--- src/rtl/unipolar_rz_stream.sv ---
`timescale 1ns/1ps

// Generic synchronous FIFO with occupancy count, DEPTH a power of two.
// Latency: a pushed entry is visible at rd_dat one clock after the push edge.
// Backpressure: wr_rdy drops at full and depends only on the registered level.
module rz_stream_fifo #(
  parameter int WIDTH = 8,
  parameter int DEPTH = 8
) (
  input  logic                   clock,
  input  logic                   reset_n,
  input  logic                   wr_vld,
  output logic                   wr_rdy,
  input  logic [WIDTH-1:0]       wr_dat,
  output logic                   rd_vld,
  input  logic                   rd_rdy,
  output logic [WIDTH-1:0]       rd_dat,
  output logic [$clog2(DEPTH):0] level
);
  localparam int AW = $clog2(DEPTH);
  localparam logic [AW:0] FULL = (AW+1)'(DEPTH);

  logic [WIDTH-1:0] mem [DEPTH];
  logic [AW-1:0]    wr_ptr;
  logic [AW-1:0]    rd_ptr;
  logic             push;
  logic             pop;

  assign wr_rdy = (level != FULL);
  assign rd_vld = (level != '0);
  assign push   = wr_vld && wr_rdy;
  assign pop    = rd_rdy && rd_vld;
  assign rd_dat = mem[rd_ptr];

  // Storage array; contents are don't-care until written, so no reset.
  always_ff @(posedge clock) begin
    if (push) mem[wr_ptr] <= wr_dat;
  end

  // Pointers wrap naturally; level tracks occupancy (push+pop keeps it).
  always_ff @(posedge clock or negedge reset_n) begin
    if (!reset_n) begin
      wr_ptr <= '0;
      rd_ptr <= '0;
      level  <= '0;
    end else begin
      if (push) wr_ptr <= wr_ptr + 1'b1;
      if (pop)  rd_ptr <= rd_ptr + 1'b1;
      if (push && !pop)      level <= level + 1'b1;
      else if (pop && !push) level <= level - 1'b1;
    end
  end
endmodule

// Multi-channel unipolar RZ encoder fed from a word FIFO, lines in bit lockstep.
// Latency: word into empty idle FIFO at edge t -> pop at t+1 -> line high after t+2.
// Backpressure: in_ready = FIFO not full; back-to-back words stream with no idle clocks.
module unipolar_rz_stream #(
  parameter int DATA_WIDTH       = 24,
  parameter int CHANNELS         = 4,
  parameter int FIFO_DEPTH       = 8,
  parameter int BIT_CYCLES       = 63,
  parameter int ZERO_HIGH_CYCLES = 20,
  parameter int ONE_HIGH_CYCLES  = 40,
  parameter int RESET_CYCLES     = 3500,
  parameter int MSB_FIRST        = 1,
  parameter int INVERT           = 0
) (
  input  logic                           clock,
  input  logic                           reset_n,
  input  logic [CHANNELS*DATA_WIDTH-1:0] in_data,
  input  logic                           in_last,
  input  logic                           in_valid,
  output logic                           in_ready,
  output logic [CHANNELS-1:0]            line,
  output logic                           busy,
  output logic                           underrun,
  output logic [$clog2(FIFO_DEPTH):0]    fifo_level
);
  localparam int WW = CHANNELS * DATA_WIDTH;
  localparam int CW = (BIT_CYCLES > 1) ? $clog2(BIT_CYCLES) : 1;
  localparam int GW = (RESET_CYCLES > 1) ? $clog2(RESET_CYCLES) : 1;
  localparam int BW = (DATA_WIDTH > 1) ? $clog2(DATA_WIDTH) : 1;

  localparam logic [CW-1:0]       CYC_LAST  = CW'(BIT_CYCLES - 1);
  localparam logic [CW-1:0]       ONE_H     = CW'(ONE_HIGH_CYCLES);
  localparam logic [CW-1:0]       ZERO_H    = CW'(ZERO_HIGH_CYCLES);
  localparam logic [GW-1:0]       GAP_INIT  = GW'(RESET_CYCLES - 1);
  localparam logic [BW-1:0]       BIT_LAST  = BW'(DATA_WIDTH - 1);
  localparam logic                IDLE_BIT  = (INVERT != 0);
  localparam logic [CHANNELS-1:0] IDLE_LINE = {CHANNELS{IDLE_BIT}};

  typedef enum logic [1:0] {IDLE, SEND, GAP} state_t;

  state_t               state_q, state_d;
  logic [CW-1:0]        cyc_q, cyc_d;
  logic [BW-1:0]        bit_q, bit_d;
  logic [GW-1:0]        gap_q, gap_d;
  logic [WW-1:0]        word_q, word_d;
  logic                 last_q, last_d;
  logic [CHANNELS-1:0]  line_q, line_d;

  logic                 head_vld;
  logic                 head_pop;
  logic [WW-1:0]        head_data;
  logic                 head_last;
  logic [CHANNELS-1:0]  cur_bit;
  logic [WW-1:0]        word_shift;

  rz_stream_fifo #(
    .WIDTH (WW + 1),
    .DEPTH (FIFO_DEPTH)
  ) u_fifo (
    .clock   (clock),
    .reset_n (reset_n),
    .wr_vld  (in_valid),
    .wr_rdy  (in_ready),
    .wr_dat  ({in_last, in_data}),
    .rd_vld  (head_vld),
    .rd_rdy  (head_pop),
    .rd_dat  ({head_last, head_data}),
    .level   (fifo_level)
  );

  // Per-channel current bit and the shift that moves to the next bit.
  for (genvar c = 0; c < CHANNELS; c++) begin : g_ch
    if (MSB_FIRST != 0) begin : g_msb
      assign cur_bit[c]                          = word_q[c*DATA_WIDTH + DATA_WIDTH - 1];
      assign word_shift[c*DATA_WIDTH +: DATA_WIDTH] = word_q[c*DATA_WIDTH +: DATA_WIDTH] << 1;
    end else begin : g_lsb
      assign cur_bit[c]                          = word_q[c*DATA_WIDTH];
      assign word_shift[c*DATA_WIDTH +: DATA_WIDTH] = word_q[c*DATA_WIDTH +: DATA_WIDTH] >> 1;
    end
  end

  assign line = line_q;
  assign busy = (state_q != IDLE) || (fifo_level != '0);

  // Next-state, pop, pulse shaping and underrun detection.
  always_comb begin
    state_d  = state_q;
    cyc_d    = cyc_q;
    bit_d    = bit_q;
    gap_d    = gap_q;
    word_d   = word_q;
    last_d   = last_q;
    line_d   = IDLE_LINE;
    head_pop = 1'b0;
    underrun = 1'b0;
    case (state_q)
      IDLE: begin
        if (head_vld) begin
          head_pop = 1'b1;
          word_d   = head_data;
          last_d   = head_last;
          cyc_d    = '0;
          bit_d    = '0;
          state_d  = SEND;
        end
      end
      SEND: begin
        for (int c = 0; c < CHANNELS; c++) begin
          line_d[c] = IDLE_BIT ^ (cyc_q < (cur_bit[c] ? ONE_H : ZERO_H));
        end
        if (cyc_q == CYC_LAST) begin
          cyc_d = '0;
          if (bit_q == BIT_LAST) begin
            bit_d = '0;
            if (last_q) begin
              // Frame end: latch gap always, queued words wait behind it.
              state_d = GAP;
              gap_d   = GAP_INIT;
            end else if (head_vld) begin
              // Chain straight into the next word with no idle clock.
              head_pop = 1'b1;
              word_d   = head_data;
              last_d   = head_last;
            end else begin
              underrun = 1'b1;
              state_d  = GAP;
              gap_d    = GAP_INIT;
            end
          end else begin
            bit_d  = bit_q + 1'b1;
            word_d = word_shift;
          end
        end else begin
          cyc_d = cyc_q + 1'b1;
        end
      end
      GAP: begin
        if (gap_q == '0) state_d = IDLE;
        else             gap_d   = gap_q - 1'b1;
      end
      default: begin
        state_d = GAP;
        gap_d   = GAP_INIT;
      end
    endcase
  end

  // State registers; reset lands in a full latch gap with lines idle.
  always_ff @(posedge clock or negedge reset_n) begin
    if (!reset_n) begin
      state_q <= GAP;
      cyc_q   <= '0;
      bit_q   <= '0;
      gap_q   <= GAP_INIT;
      word_q  <= '0;
      last_q  <= 1'b0;
      line_q  <= IDLE_LINE;
    end else begin
      state_q <= state_d;
      cyc_q   <= cyc_d;
      bit_q   <= bit_d;
      gap_q   <= gap_d;
      word_q  <= word_d;
      last_q  <= last_d;
      line_q  <= line_d;
    end
  end
endmodule

--- config.mk ---
export PLATFORM = sky130hd
export DESIGN_NAME = unipolar_rz_stream
export DESIGN_NICKNAME = d
export VERILOG_FILES = /design/src/rtl/unipolar_rz_stream.sv
export SDC_FILE = /design/constraint.sdc
export NUM_CORES = 1
export LEC_CHECK = 0
export BUFFER_PORTS_ARGS = -buffer_cell sky130_fd_sc_hd__buf_2
export CAP_MARGIN = 5
export CORE_UTILIZATION = 30
export DETAILED_ROUTE_END_ITERATION = 16
export PLACE_DENSITY = 0.54
export SLEW_MARGIN = 20
export SYNTH_ARGS = -nofsm -noshare
export SYNTH_HDL_FRONTEND = slang
export SYNTH_SLANG_ARGS = --single-unit
--- constraint.sdc ---
create_clock -name clock -period 10.5 [get_ports clock]
set_clock_uncertainty 0.2 [all_clocks]
set_input_delay 1.575 -clock clock [delete_from_list [all_inputs] [get_ports clock]]
set_output_delay 1.575 -clock clock [all_outputs]
set_load 0.01 [all_outputs]
==> results.sh <==
export IMPL_area_growth_pct=15.4
export IMPL_vias_per_cell=4.84
export IMPL_grt_pass1_wl_um=124000
export IMPL_seq_area_frac_synth=0.738
export IMPL_layout_drive_gt1_share=0.299
export IMPL_hold_path_class="flip-flop to flip-flop"
export IMPL_coreArea_um2=120000
export IMPL_grt_use_total=0.135
export IMPL_cts_sinks=912
export IMPL_worstSetupPathType="flip-flop to output pin"
export IMPL_synth_compound_area_frac=0.0510
export IMPL_end_kind="output pin"
export IMPL_placedCellCount=3446
export IMPL_ir_drop_v=0.000143
export IMPL_ys_ff_latch=912
export IMPL_cap_viol_max_count=0
export IMPL_cts_tree="yes"
export IMPL_hold_viol_final=0
export IMPL_syn_avg_cell_area_um2=20.1
export IMPL_place_gp_congestion=0.707
export IMPL_ys_top_cells_by_count="edfxtp_1 (776), nor2_1 (201), mux4_2 (194)"
export IMPL_drtIter0Drc=1343
export IMPL_synth_top_cell_area_share=0.643
export IMPL_hp_start="bit_q[4]"
export IMPL_grt_max_degree=88
export IMPL_synth_edff_count=776
export IMPL_clk_pin_slew_ns=0.06
export IMPL_initial_core_util=0.302
export IMPL_cts_repair_resized=0
export IMPL_rsz0062_at_grt="no"
export IMPL_async_flop_share=0.149
export IMPL_synth_ff_type="edfxtp_1"
export IMPL_drc=0
export IMPL_drt_total_wl_um=81200
export IMPL_setup_violations=0
export IMPL_muxShareOfSynthArea=0.149
export IMPL_synth_most_common_cell="edfxtp_1"
export IMPL_die_area_um2=122000
export IMPL_slew_headroom=0.256
export IMPL_cts_setup_buffers=0
export IMPL_startpoint="u_fifo.level[0]"
export IMPL_cts_max_path_buffers=3
export IMPL_synth_top_area_cell="edfxtp_1"
export IMPL_final_setup_tns_ns=0
export IMPL_portBuffers=110
export IMPL_antenna_found_initial=37
export IMPL_rows=127
export IMPL_synth_area_leaders="edfxtp_1 (64%), mux4_2 (12%), dfrtp_1 (8.8%), a221oi_2 (3.3%), mux2i_1 (2.8%)"
export IMPL_ys_warn_count=0
export IMPL_grt_ovfl_total=0
export IMPL_p_leak_nw=13.6
export IMPL_clock_root_buffer="clkbuf_16"
export IMPL_clock_latency_ns=0.67
export IMPL_h_tree_depth=3
export IMPL_p_total_mw=8.72
export IMPL_instances_no_fill=3629
export IMPL_post_route_min_period_ns=4.16
export IMPL_p_per_area_nw_per_um2=209
export IMPL_synth_top_family_by_area="multiplexers"
export IMPL_crit_required_ns=8.73
export IMPL_firstDrtPassIters=7
export IMPL_ys_types=60
export IMPL_cts_hold_buf=0
export IMPL_wl_per_cell_um=22.4
export IMPL_io_pins=111
export IMPL_nNetsFinal=2053
export IMPL_vias=17569
export IMPL_critPathLaunchType="flip-flop"
export IMPL_syn_area_um2=36200
export IMPL_slew_viol_final=0
export IMPL_syn_inst=1800
export IMPL_fin_crit_sh=0.396
export IMPL_dieHeight_um=349
export IMPL_fp_dieW_um=349
export IMPL_worstMarginPinSlew_ns=1.12
export IMPL_syn_num_nets=1922
export IMPL_outcome="finished, final reports clean"
export IMPL_regToRegStartpoint="cyc_q[0]"
export IMPL_dp_hpwl_um=43400
export IMPL_cts_buffers=95
export IMPL_max_freq_ghz=0.240
export IMPL_synth_simple_area_share=0.0344
export IMPL_synthAdderAreaFrac=0.00781
export IMPL_arrival_ns=2.39
export IMPL_synth_xor_area_frac=0.00193
export IMPL_critPathMaxFanout=7
export IMPL_grt_pass1_vias=19021
export IMPL_antenna_left=0
==> state kept, by name, summed over array words and instances (netlist names) <==
register,flops
u_fifo.level,4
u_fifo.mem,776
word_q,96
gap_q,12
u_fifo.rd_ptr,3
line,4
cyc_q,6
state_q,2
bit_q,5
u_fifo.wr_ptr,3
last_q,1
==> metrics by stage <==
stage	utilization	hold WS (ns)	setup slack, ns	cell area, um^2
after floorplan	-	0.266	1.04	36200
after global placement	0.321	0.291	5.67	38500
after detailed placement	0.321	0.310	5.64	38500
after CTS	0.349	0.318	6.26	41800
after global routing	0.349	0.358	6.12	41800
final	0.349	0.318	6.34	41800
==> kinds of logic (layout without fill, tap and decap cells) <==
group,after synthesis,after routing
other,0,3
XOR/XNOR,8,8
buffers and inverters,118,332
AND/OR/NAND/NOR,277,277
adder cells (fa/ha/maj),22,22
AO/OA/AOI/OAI,166,166
flip-flops,912,912
multiplexers,297,297
==> final cells by class <==
class	instances	area [um^2]
clock buffer	124	2580
multi-input combinational	770	8910
tap	1612	2020
antenna	3	7.51
inverter	11	41.3
timing repair buffer	141	793
clock inverter	56	706
fill	11182	78000
sequential	912	26700
==> where the power goes <==
group          internal [mW]  switching (mW)
combinational          0.211           0.483
clock                   2.07            1.42
sequential              4.43           0.103
==> layer usage <==
metal	up-vias	track usage	wire length (um)
met1	9378	0.177	34800
met2	372	0.229	40600
met5	-	0	144
met3	147	0.0258	3880
met4	22	0.0368	1800
li1	7650	-	-
==> critical path, stage by stage, from the launching register on <==
cell and delay, ns:
dfrtp_1 0.48, or4_1 0.62, or3_1 0.44, buf_2 0.18
==> layout by cell type (no fill, tap or decap), drive strengths merged, types with 3 or more instances in the layout <==
cell,instances
edfxtp,776
nor2,201
mux4,194
buf,141
dfrtp,127
clkbuf,124
mux2i,100
a221oi,92
clkinv,34
ha,21
o21ai,19
inv,17
nand2,15
bufinv,13
a21oi,10
nand3,10
nand2b,9
dfstp,9
or4,7
a21o,7
a211oi,6
o211ai,6
xnor2,6
o21a,5
or3,5
o31ai,5
nor4,5
nor3,5
o211a,4
or2,4
diode,3
mux2,3
clkinvlp,3
and2,3
o41ai,3
==> final timing paths <==
path | endpoint | slack [ns] | cells after the start
max | busy | 6.34 | 3
min | bit_q[4] | 0.32 | 1
max reg2reg | u_fifo.level[3] | 6.39 | 13
min reg2reg | bit_q[4] | 0.32 | 1
max in group asynchronous | word_q[56] | 7.87 | 2
min in group asynchronous | gap_q[6] | 0.83 | 1
(Power assumes the default switching activity.)
